### src/rtl/score_keeper_if.sv
// Score bus shared by the column judges and the score keeper.
// Judges drive the packed per-column deltas and read back the running
// total. The keeper drives the total, the hit streak and the BCD digits
// used by the HEX display drivers.
interface score_keeper_if #(
  parameter int NCOL = 4
);

  logic [8*NCOL-1:0] scorechange;
  logic [7:0]        totalscore;
  logic [7:0]        streak;
  logic              maxed;
  logic [3:0]        bcd_hund;
  logic [3:0]        bcd_tens;
  logic [3:0]        bcd_ones;
  logic              bcd_valid;

  modport master (
    output scorechange,
    input  totalscore,
    input  streak,
    input  maxed,
    input  bcd_hund,
    input  bcd_tens,
    input  bcd_ones,
    input  bcd_valid
  );

  modport slave (
    input  scorechange,
    output totalscore,
    output streak,
    output maxed,
    output bcd_hund,
    output bcd_tens,
    output bcd_ones,
    output bcd_valid
  );

endinterface

### src/rtl/score_keeper.sv
// Score keeper: sums the signed per-column score deltas into a saturating
// 0..255 total, tracks the consecutive-hit streak, and converts the total to
// three BCD digits with a sequential double-dabble engine.
// Reset is asynchronous and active-low.
module score_keeper #(
  parameter int NCOL = 4
) (
  input  logic          clk,
  input  logic          reset,
  score_keeper_if.slave sk
);

  // 11 bits hold any sum of four signed bytes plus a 0..255 total.
  localparam int SUM_W = 11;

  typedef enum logic [1:0] {
    IDLE,
    LOAD,
    SHIFT,
    DONE
  } state_t;

  logic [SUM_W-1:0] delta_sum;
  logic [SUM_W-1:0] next_sum;
  logic [7:0]       next_total;
  logic             total_changed;
  logic             any_neg;
  logic             any_pos;

  logic [7:0]       total_q;
  logic [7:0]       streak_q;

  state_t           state_q;
  logic             pending_q;
  logic [19:0]      shift_q;
  logic [19:0]      dabble_next;
  logic [2:0]       step_q;
  logic [3:0]       hund_q;
  logic [3:0]       tens_q;
  logic [3:0]       ones_q;
  logic             valid_q;

  // Net all column deltas together and flag whether any hit or miss occurred.
  always_comb begin
    delta_sum = '0;
    any_neg   = 1'b0;
    any_pos   = 1'b0;
    for (int i = 0; i < NCOL; i++) begin
      delta_sum = delta_sum + {{(SUM_W-8){sk.scorechange[8*i+7]}}, sk.scorechange[8*i +: 8]};
      any_neg   = any_neg | sk.scorechange[8*i+7];
      any_pos   = any_pos | ((sk.scorechange[8*i +: 8] != 8'h00) & ~sk.scorechange[8*i+7]);
    end
  end

  // Add the net delta to the current total and clamp into 0..255.
  always_comb begin
    next_sum = delta_sum + {{(SUM_W-8){1'b0}}, total_q};
    if (next_sum[SUM_W-1]) begin
      next_total = 8'h00;
    end else if (|next_sum[SUM_W-2:8]) begin
      next_total = 8'hFF;
    end else begin
      next_total = next_sum[7:0];
    end
    total_changed = (next_total != total_q);
  end

  // Total register plus the hit streak: a miss anywhere clears it, otherwise a cycle with any hit counts once.
  always_ff @(posedge clk or negedge reset) begin
    if (!reset) begin
      total_q  <= 8'h00;
      streak_q <= 8'h00;
    end else begin
      total_q <= next_total;
      if (any_neg) begin
        streak_q <= 8'h00;
      end else if (any_pos && (streak_q != 8'hFF)) begin
        streak_q <= streak_q + 8'd1;
      end
    end
  end

  // One double-dabble step: bump BCD nibbles of 5 or more by 3, then shift left.
  always_comb begin
    dabble_next = shift_q;
    for (int n = 0; n < 3; n++) begin
      if (dabble_next[8+4*n +: 4] >= 4'd5) begin
        dabble_next[8+4*n +: 4] = dabble_next[8+4*n +: 4] + 4'd3;
      end
    end
    dabble_next = dabble_next << 1;
  end

  // Conversion sequencer; a new total seen mid-conversion leaves pending set so a follow-up run picks up the latest value.
  always_ff @(posedge clk or negedge reset) begin
    if (!reset) begin
      state_q   <= IDLE;
      pending_q <= 1'b0;
      shift_q   <= '0;
      step_q    <= '0;
      hund_q    <= '0;
      tens_q    <= '0;
      ones_q    <= '0;
      valid_q   <= 1'b0;
    end else begin
      valid_q <= 1'b0;
      case (state_q)
        IDLE: begin
          if (pending_q) begin
            state_q <= LOAD;
          end
        end
        LOAD: begin
          shift_q   <= {12'b0, total_q};
          pending_q <= 1'b0;
          step_q    <= '0;
          state_q   <= SHIFT;
        end
        SHIFT: begin
          shift_q <= dabble_next;
          step_q  <= step_q + 3'd1;
          if (step_q == 3'd7) begin
            state_q <= DONE;
          end
        end
        DONE: begin
          hund_q  <= shift_q[19:16];
          tens_q  <= shift_q[15:12];
          ones_q  <= shift_q[11:8];
          valid_q <= 1'b1;
          state_q <= IDLE;
        end
        default: begin
          state_q <= IDLE;
        end
      endcase
      if (total_changed) begin
        pending_q <= 1'b1;
      end
    end
  end

  assign sk.totalscore = total_q;
  assign sk.streak     = streak_q;
  assign sk.maxed      = (total_q == 8'hFF);
  assign sk.bcd_hund   = hund_q;
  assign sk.bcd_tens   = tens_q;
  assign sk.bcd_ones   = ones_q;
  assign sk.bcd_valid  = valid_q;

endmodule

### src/flat_wrapper.sv
// flat-port wrapper written by rule: the top's interface ports become plain ports
module score_keeper_flat 
#(
  parameter int NCOL = 4
)
  (clk, reset, sk_scorechange, sk_totalscore, sk_streak, sk_maxed, sk_bcd_hund, sk_bcd_tens, sk_bcd_ones, sk_bcd_valid);
  score_keeper_if #(.NCOL(NCOL)) sk_i ();
  input  logic clk;
  input  logic reset;
  input wire logic [$bits(sk_i.scorechange)-1:0] sk_scorechange;
  output wire logic [$bits(sk_i.totalscore)-1:0] sk_totalscore;
  output wire logic [$bits(sk_i.streak)-1:0] sk_streak;
  output wire logic [$bits(sk_i.maxed)-1:0] sk_maxed;
  output wire logic [$bits(sk_i.bcd_hund)-1:0] sk_bcd_hund;
  output wire logic [$bits(sk_i.bcd_tens)-1:0] sk_bcd_tens;
  output wire logic [$bits(sk_i.bcd_ones)-1:0] sk_bcd_ones;
  output wire logic [$bits(sk_i.bcd_valid)-1:0] sk_bcd_valid;
  assign sk_i.scorechange = sk_scorechange;
  assign sk_totalscore = sk_i.totalscore;
  assign sk_streak = sk_i.streak;
  assign sk_maxed = sk_i.maxed;
  assign sk_bcd_hund = sk_i.bcd_hund;
  assign sk_bcd_tens = sk_i.bcd_tens;
  assign sk_bcd_ones = sk_i.bcd_ones;
  assign sk_bcd_valid = sk_i.bcd_valid;
  score_keeper #(.NCOL(NCOL)) u_core (.clk(clk), .reset(reset), .sk(sk_i));
endmodule
### config.mk
export PLATFORM = sky130hd
export DESIGN_NAME = score_keeper_flat
export DESIGN_NICKNAME = d
export VERILOG_FILES = /design/src/rtl/score_keeper_if.sv /design/src/rtl/score_keeper.sv /design/src/flat_wrapper.sv
export SDC_FILE = /design/constraint.sdc
export NUM_CORES = 1
export LEC_CHECK = 0
export ABC_AREA = 0
export BUFFER_PORTS_ARGS = -buffer_cell sky130_fd_sc_hd__buf_2
export CAP_MARGIN = 10
export CORE_MARGIN = 3
export CORE_UTILIZATION = 35
export CTS_BUF_LIST = sky130_fd_sc_hd__clkbuf_16
export DETAILED_ROUTE_END_ITERATION = 12
export SLEW_MARGIN = 30
export SYNTH_ARGS = -nofsm -noshare
export SYNTH_HDL_FRONTEND = slang
export SYNTH_SLANG_ARGS = --single-unit
### constraint.sdc
create_clock -name clk -period 5.04 [get_ports clk]
set_clock_uncertainty 0.05 [all_clocks]
set_input_delay 0.504 -clock clk [delete_from_list [all_inputs] [get_ports clk]]
set_output_delay 0.504 -clock clk [all_outputs]
set_load 0.05 [all_outputs]
==> flow_summary.toml, run 1 <==
[status]
status = "completed"

[global_routing]
grtUsageTotal_pct = 14.5
grt_pass1_vias = 3375
antenna_found_initial = 0
grt_pass1_wl_um = 15500
grt_overflow = 0
grt_max_degree = 56

[timing]
whs_ns = 0.288
finalCriticalPeriod_ns = 4.83
fin_crit_sh_pct = 95.9
slew_violations = 0
setup_viol = 0
slew_headroom_pct = 49.1
worst_pin_slew_ns = 0.764
grt_setup_unrepaired = "yes"
fmax_ghz = 0.207
finalHoldViolCount = 0

[clocking]
cts_sinks = 55
worstSkewPairLatency_ns = 0.29
root_buffer = "clkbuf_16"
clkSlewWorstSetupHoldPaths_ns = 0.07
hold_buffers = 0
h-tree-depth = 2
cts_made_buffers = 5
cts_tree = "done"
clockBufferDepth = 2

[finish]
utilization_pct = 46.8
diodes = 0
nets = 618
seqCellArea_sq_um = 1380
drive_gt1_share_pct = 30.1
nFillCells = 1069
layout.cells.non_filler = 672
synthToLayoutAreaGrowth_pct = 28.8
multiInputGateArea_sq_um = 2480

[pwr]
peakVddDrop_uv = 388
leakagePower_uw = 0.00254
p_per_area_nw_per_um2 = 685
power_uw = 3530

[routing]
wl_met2_um = 4430
drtIter0Drc = 149
top_layer_used = "met4"
drt-met1-wl_um = 4310
dr.pass1.iters = 4
vias = 3390
drc_errors = 0
met3_length_um = 366
vias_per_cell = 5.04
antenna_left = 0
routed_wl_um = 9270
routedWlPerCell_um = 13.8

[synthesis]
ys_warn_count = 0
netlist_instances = 426
synth_seq_cells = 55
ys_seq_area_share_pct = 34.4
synth_edf_count = 0
synth_top_area_share_pct = 34.4
async_reset_ff_share_pct = 100
syn-cell-area_sq_um = 4010
syn-mean-instance-area_sq_um = 9.40
ys_types = 50
synth_top_area_cell = "dfrtp_1"
syn_nets = 513
synth_area_leaders = "dfrtp_1 34%, ha_1 11%, fa_1 9.0%, inv_1 6.9%, a21oi_1 5.0%"
synthFlopType = "dfrtp_1"

[job]
drv_cap = 0

[hold_path]
hold_path.class = "in -> async"

[worst_setup_path]
critPathLaunchType = "input pin"
arrival_ns = 4.93
critPathKind = "in -> reg"
end_kind = "flip-flop"
cp_max_fo = 5
critPathRequiredTime_ns = 5.14

[floorplanning]
core_area_sq_um = 11000
die_w_um = 113
row_count = 38
die-area_sq_um = 12800
start_util_pct = 36.3
ios = 64
fp.dieH_um = 113

[placement]
dp.cells = 662
dp_hpwl_um = 7210
gp_congestion = 0.886
port_buffers = 63
-- layout make-up --
| class | count | share of cell area, % |
|---|---|---|
| Multi-Input combinational cell | 287 | 48.1 |
| Sequential cell | 55 | 26.7 |
| Timing Repair Buffer | 108 | 13.1 |
| Inverter | 74 | 5.38 |
| Tap cell | 140 | 3.39 |
| Clock buffer | 5 | 2.42 |
| Clock inverter | 3 | 0.897 |
-- cell families after synthesis --
group                    count (synthesis)  synth area share [%]
AO/OA/AOI/OAI                           98                  15.8
AND/OR/NAND/NOR                         94                  11.7
buffers and inverters                   84                  8.06
flip-flops                              55                  34.4
adder cells (fa/ha/maj)                 53                  19.9
XOR/XNOR                                21                  4.59
multiplexers                            21                  5.62
-- synthesized netlist by cell type, types with 7 or more instances --
cell,count
nor3_1,10
a21oi_1,40
clkbuf_1,7
o21ai_0,17
mux2i_1,9
nand3_1,9
o22ai_1,7
ha_1,35
inv_1,74
fa_1,18
nand2_1,19
xnor2_1,14
mux2_2,12
nor2_1,28
xor2_1,7
dfrtp_1,55
-- per-layer routing --
layer / GRT usage (%) / vias to the layer above
met5: 0 / -
met2: 24.2 / 81
met1: 19.7 / 1629
li1: - / 1664
met3: 2.14 / 16
met4: 4.01 / 0
-- what timing repair did --
item,in CTS,in global routing
endpoints found under the setup margin,1,1
resized for setup,11,30
buffers inserted,1,1
pin swaps,13,33
endpoints found under the hold margin,0,0
-- state kept, by name (all words and copies together), names as in the netlist --
name and flops:
u_core.state_q 2, u_core.sk.bcd_ones 4, u_core.sk.bcd_valid 1, u_core.sk.bcd_hund 4
u_core.sk.bcd_tens 4, u_core.step_q 3, u_core.sk.streak 8, u_core.pending_q 1
u_core.sk.totalscore 8, u_core.shift_q 20
-- worst max-delay path, stage by stage --
cell,delay [ns]
buf_4,0.10
ha_4,0.13
inv_2,0.04
fa_2,0.36
inv_2,0.05
a21oi_1,0.05
o21bai_1,0.16
a21oi_1,0.09
o21bai_1,0.22
xnor2_1,0.17
fa_1,0.45
fa_1,0.50
inv_2,0.05
ha_4,0.27
and3_4,0.20
nand2_2,0.05
o221a_4,0.28
nor4_4,0.25
a21oi_1,0.12
a2111o_1,0.41
a222oi_1,0.31
o311ai_1,0.15
-- worst paths after layout --
check | slack (ns) | start | cells past startpoint | endpoint
worst min-delay path | 0.29 | reset | 2 | u_core.shift_q[3]
worst min register to register | 0.45 | u_core.step_q[0] | 1 | u_core.step_q[0]
max in group asynchronous | 4.20 | reset | 2 | u_core.sk.bcd_valid
worst max register to register | 1.16 | u_core.sk.totalscore[1] | 15 | u_core.pending_q
worst max-delay path | 0.21 | sk_scorechange[0] | 22 | u_core.pending_q
min in group clk | 0.45 | u_core.step_q[0] | 1 | u_core.step_q[0]
-- power by group --
group	internal [uW]	switching (uW)
registers	550	109
logic	1140	1350
clock network	236	155
total	1920	1610
-- cell usage in the layout (no fill, tap or decap), types with 3 or more instances in the layout --
cell,synthesis,layout
o22ai_1,7,7
nand3_1,9,8
nand2_1,19,18
nand2b_1,4,4
a21oi_2,0,6
ha_1,35,26
nor3_1,10,10
xor2_1,7,7
nor4_1,6,6
inv_2,0,5
fa_1,18,17
o21ai_0,17,15
mux2_2,12,12
dfrtp_1,55,55
and3_1,4,3
o21a_1,3,3
ha_4,0,9
nand4_1,4,4
o21bai_1,5,5
buf_2,0,59
a21oi_1,40,34
inv_1,74,69
mux2i_1,9,9
nor2_1,28,27
clkbuf_16,0,5
xnor2_1,14,13
buf_4,0,46
-- through the flow --
stage	cell area, sq um	setup slack (ns)	TNS, ns
6_report	5160	0.208	0
5_1_grt	5160	-0.115	-0.115
4_1_cts	5020	0.0136	0
3_5_place_dp	4770	-0.368	-0.368
3_3_place_gp	4770	-0.239	-0.239
2_1_floorplan	4010	0.0212	0
No activity file was read; power rests on OpenSTA's default activity.
==> inputs of run 2 (changes only) <==
--- a/config.mk
+++ b/config.mk
@@ -12,6 +12,7 @@
 export CORE_UTILIZATION = 35
 export CTS_BUF_LIST = sky130_fd_sc_hd__clkbuf_16
 export DETAILED_ROUTE_END_ITERATION = 12
+export GPL_TIMING_DRIVEN = 0
 export SLEW_MARGIN = 30
 export SYNTH_ARGS = -nofsm -noshare
 export SYNTH_HDL_FRONTEND = slang
==> constraint.sdc (replaced) <==
create_clock -name clk -period 5.3 [get_ports clk]
set_clock_uncertainty 0.05 [all_clocks]
set_input_delay 0.53 -clock clk [delete_from_list [all_inputs] [get_ports clk]]
set_output_delay 0.53 -clock clk [all_outputs]
set_load 0.05 [all_outputs]
==> run 2 against run 1 <==
Die area unchanged. Critical path depth rose by 1. Power fell by 12%. Combinational power decreased by 16%. Critical endpoint unchanged.
==> flow_summary.toml, run 2 (synthesis results as in run 1) <==
[clocking]
cts_sinks = 55
clockBufferDepth = 2
cts_tree = "done"
clkSlewWorstSetupHoldPaths_ns = 0.07
worstSkewPairLatency_ns = 0.29
h-tree-depth = 2
root_buffer = "clkbuf_16"
cts_made_buffers = 5

[timing]
setup_viol = 0
finalCriticalPeriod_ns = 5.10
finalHoldViolCount = 0
fin_crit_sh_pct = 96.2
whs_ns = 0.240
fmax_ghz = 0.196
slew_headroom_pct = 53.9
worst_pin_slew_ns = 0.691
final.setup.worst_slack_ns = 0.203
slew_violations = 0
setup-tns-final_ns = 0

[global_routing]
antenna_found_initial = 0
grt_overflow = 0
grt_pass1_wl_um = 15500
grt_max_degree = 56
grtUsageTotal_pct = 14.5
grt_pass1_vias = 3376

[finish]
utilization_pct = 44.5
synthToLayoutAreaGrowth_pct = 22.6
drive_gt1_share_pct = 24.1
largest-register = "u_core.shift_q"
layout_commonest_cell = "inv_1"
final_cell_mix = "71 x inv_1, 60 x buf_2, 55 x dfrtp_1"
largest_reg_flops = 20
nets = 592
diodes = 0
stdcell_area_sq_um = 4910

[placement]
dp_hpwl_um = 7110
place_area_sq_um = 4500
gp_congestion = 0.840
port_buffers = 63
dp_slack_ns = -0.556

[floorplanning]
core_area_sq_um = 11000
die-area_sq_um = 12800
start_util_pct = 36.3
fp.dieH_um = 113
die_w_um = 113
row_count = 38
ios = 64

[job]
drv_cap = 0

[routing]
vias_per_cell = 5.11
drc_errors = 0
routedWlPerCell_um = 14.2
routed_wl_um = 9150
antenna_left = 0
vias = 3304
dr.pass1.iters = 4
drtIter0Drc = 151

[pwr]
intPower_uw = 1640
p_seq_share_pct = 20.2
p_comb_share_pct = 66.6
peakVddDrop_uv = 387
leakagePower_uw = 0.00241
switching_share_pct = 47.2
clockPowerShare_pct = 13.1
power_switching_uw = 1470
p_per_area_nw_per_um2 = 634

[worst_setup_path]
cp_max_fo = 5
end_kind = "flip-flop"
critPathRequiredTime_ns = 5.39
critPathLaunchType = "input pin"
critPathKind = "in -> reg"
arrival_ns = 5.19

[hold_path]
hold_path.class = "in -> async"

[status]
status = "completed"
## run 2: critical path: stages
cell and delay (ns):
buf_2 0.12, ha_1 0.29, a21o_1 0.19, a21oi_2 0.16
o21bai_1 0.09, a21oi_2 0.16, o21bai_1 0.10, a21oi_2 0.18
xnor2_2 0.09, fa_1 0.48, inv_1 0.06, fa_1 0.50
inv_1 0.07, ha_4 0.29, and3_4 0.20, nand2_2 0.05
o221a_4 0.26, nor4_4 0.26, buf_4 0.18, a21oi_2 0.06
a2111o_1 0.39, a222oi_1 0.30, o311ai_1 0.17
## run 2: final cells by class
type	instances	area, sq um
inverter	74	278
tap	140	175
clock inverter	3	63.8
multi-input combinational	287	2460
buffer	9	35.0
sequential	55	1380
fill	1069	6120
timing repair buffer	73	402
clock buffer	5	125
## run 2: routing by layer
metal  GRT usage, %  share of wire [%]
met5              0                  0
met4           3.13                1.4
met3           1.93                3.8
met2           24.9                 49
met1           19.5                 46
## run 2: worst paths after layout
path	start	end	slack, ns	depth (start not counted)
worst min register to register	u_core.step_q[0]	u_core.step_q[0]	0.44	1
min in group clk	u_core.step_q[0]	u_core.step_q[0]	0.44	1
worst max-delay path	sk_scorechange[1]	u_core.pending_q	0.20	23
max in group asynchronous	reset	u_core.sk.bcd_tens[0]	4.51	1
worst max register to register	u_core.sk.totalscore[1]	u_core.pending_q	1.19	15
worst min-delay path	reset	u_core.sk.bcd_valid	0.24	1
## run 2: timing repair
action                                  in CTS  in global routing
endpoints found under the setup margin       1                  5
cloned                                       0                  0
resized for setup                            0                 36
endpoints found under the hold margin        0                  0
buffers inserted                             3                  7
pin swaps                                    1                 21
hold buffers                                 0                  0
## run 2: power groups by stage
stage	combinational [uW]	sequential, uW	clock, uW
final	2080	631	409
after global routing	2310	643	437
after CTS	1880	631	422
after detailed placement	1820	638	0
after global placement	1780	635	0
after floorplan	1280	741	0
## run 2: per-stage QoR
stage,std cells,power [uW]
after floorplan,426,2030
after global placement,629,2410
after detailed placement,629,2460
after CTS,640,2930
after global routing,646,3390
final,646,3120
==> inputs of run 3 (changes only) <==
==> constraint.sdc (replaced) <==
create_clock -name clk -period 5.3 [get_ports clk]
set_clock_uncertainty 0.05 [all_clocks]
set_input_delay 0.265 -clock clk [delete_from_list [all_inputs] [get_ports clk]]
set_output_delay 0.265 -clock clk [all_outputs]
set_load 0.05 [all_outputs]
==> run 3 against run 2 <==
The run now ends with hold timing left. Global-route usage down 0.11 points. Utilization is 1.8 points lower. Sequential power about the same. Maximum frequency increased by 1.0%. Clock power about the same. Final cell count down 1.1%. Hold slack worse by 0.26 ns. Sequential share of layout area is 1.2 points higher. Register-to-register slack gained 0.07 ns. Via count is 0.70% lower. First-iteration DRC count increased by 39%. Largest power group unchanged. Highest routed layer unchanged.
==> flow_summary.toml, run 3 (synthesis results as in run 1) <==
[pwr]
p_per_area_nw_per_um2 = 616
leakagePower_uw = 0.00236
peakVddDrop_uv = 371

[finish]
layout_commonest_cell = "inv_1"
stdcell_area_sq_um = 4720
nets = 585
nFillCells = 1078
utilization_pct = 42.8
synthToLayoutAreaGrowth_pct = 17.7
largest_reg_flops = 20
final_cell_mix = "75 x inv_1, 62 x buf_2, 55 x dfrtp_1"
largest-register = "u_core.shift_q"
drive_gt1_share_pct = 18.2
diodes = 0

[clocking]
cts_made_buffers = 5
root_buffer = "clkbuf_16"
clkSlewWorstSetupHoldPaths_ns = 0.07
cts_tree = "done"
cts_sinks = 55
h-tree-depth = 2
worstSkewPairLatency_ns = 0.29
clockBufferDepth = 2

[worst_setup_path]
max_stage_delay_ns = 0.50
critPathKind = "in -> reg"
cp_common_cell = "a21oi_1"
critPathLaunchType = "input pin"
end_kind = "flip-flop"
cp-startpoint = "sk_scorechange[1]"
r2r-start = "u_core.sk.totalscore[1]"
critPathTopFamily = "compound AO/OA/AOI/OAI gates"
rr_endpoint = "u_core.pending_q"
cp_cell_sequence = "buf_2, ha_1, a21o_1, a21oi_1, o21bai_1, a21oi_1, o21bai_1, a21oi_1, xnor2_1, fa_1, inv_1, fa_1, inv_1, ha_1, and3_1, nand2_1, o221a_4, nor4_4, buf_4, nand2_1, a2111o_1, a222oi_1, o311ai_1"
cp_max_fo = 7
path_buf_inv = 4
critPathRequiredTime_ns = 5.39
reg2reg_slack_ns = 1.26
reg2regPathDepth = 15
arrival_ns = 5.13
cp_slowest_cell = "fa_1"

[placement]
port_buffers = 63
dp_hpwl_um = 7110
gp_congestion = 0.840
place_area_sq_um = 4500

[timing]
fin_crit_sh_pct = 95.2
finalCriticalPeriod_ns = 5.05
slew_headroom_pct = 53.4
worst_pin_slew_ns = 0.699
whs_ns = -0.0225
setup_viol = 0
fmax_ghz = 0.198
slew_violations = 0
finalHoldViolCount = 55

[routing]
drtIter0Drc = 210
drc_errors = 0
antenna_left = 0
dr.pass1.iters = 4
routedWlPerCell_um = 13.9
vias = 3281
vias_per_cell = 5.13
routed_wl_um = 8910

[status]
violations = "hold timing"
status = "complete, but fails checks"

[global_routing]
antenna_found_initial = 0
grt_overflow = 0
grtUsageTotal_pct = 14.4
grt_pass1_wl_um = 15400
grt_pass1_vias = 3366
grt_max_degree = 56

[job]
drv_cap = 0

[hold_path]
hold_path.class = "in -> async"

[floorplanning]
fp.dieH_um = 113
die_w_um = 113
start_util_pct = 36.3
row_count = 38
core_area_sq_um = 11000
die-area_sq_um = 12800
ios = 64
[run 3: repair_timing]
action | 4_1_cts | 5_1_grt
gates resized for setup | 0 | 3
buffers inserted | 0 | 2
setup endpoints to repair | 0 | 1
hold buffers | 0 | 0
[run 3: worst max path at each step]
stage / end / cells past startpoint
CTS: u_core.pending_q / 24
global route: u_core.pending_q / 23
floorplan: u_core.pending_q / 23
detailed placement: u_core.pending_q / 24
finish: u_core.pending_q / 23
global placement: u_core.pending_q / 22
[run 3: cell type report]
class | count | area (sq um) | area share [%]
timing repair buffer | 65 | 333 | 7.06
inverter | 74 | 278 | 5.89
tap | 140 | 175 | 3.71
multi-input combinational | 287 | 2320 | 49.2
clock buffer | 5 | 125 | 2.65
buffer | 10 | 45.0 | 0.955
sequential | 55 | 1380 | 29.2
clock inverter | 3 | 63.8 | 1.35
[run 3: worst reg2reg max path: stages, from the launching register on]
cell and delay, ns:
dfrtp_1 0.48, inv_1 0.13, fa_1 0.48, inv_1 0.07, ha_1 0.17, inv_1 0.06, fa_1 0.40, and2b_1 0.27
o21ai_0 0.17, o221a_4 0.33, nor4_4 0.12, buf_4 0.19, nand2_1 0.07, a2111o_1 0.40, a222oi_1 0.33, o311ai_1 0.17
[run 3: stage by stage]
step / hold slack (ns) / std cells / total power (uW) / setup TNS [ns] / setup WS [ns]
after floorplan: -0.0806 / 426 / 2030 / 0 / 0.352
after global placement: 0.424 / 629 / 2410 / -0.232 / -0.232
final: -0.0225 / 639 / 2910 / 0 / 0.255
after CTS: 0.00713 / 637 / 2880 / 0 / 0.00915
after global routing: 0.0341 / 639 / 3170 / -0.000862 / -0.000862
after detailed placement: 0.318 / 629 / 2460 / -0.291 / -0.291
[run 3: layer usage]
layer,track usage [%],vias to the layer above,wire length (um)
met2,24.8,90,4360
met4,3.21,0,100
met1,19.2,1586,4040
li1,-,1596,-
met3,1.93,9,410
met5,0,-,0
[run 3: power breakdown]
group,total (uW),leakage (uW),internal [uW],switching [uW]
Combinational,1870,0.00154,704,1160
Sequential,630,0.000725,523,107
Clock,410,0.0000952,269,141
Total,2910,0.00236,1500,1410
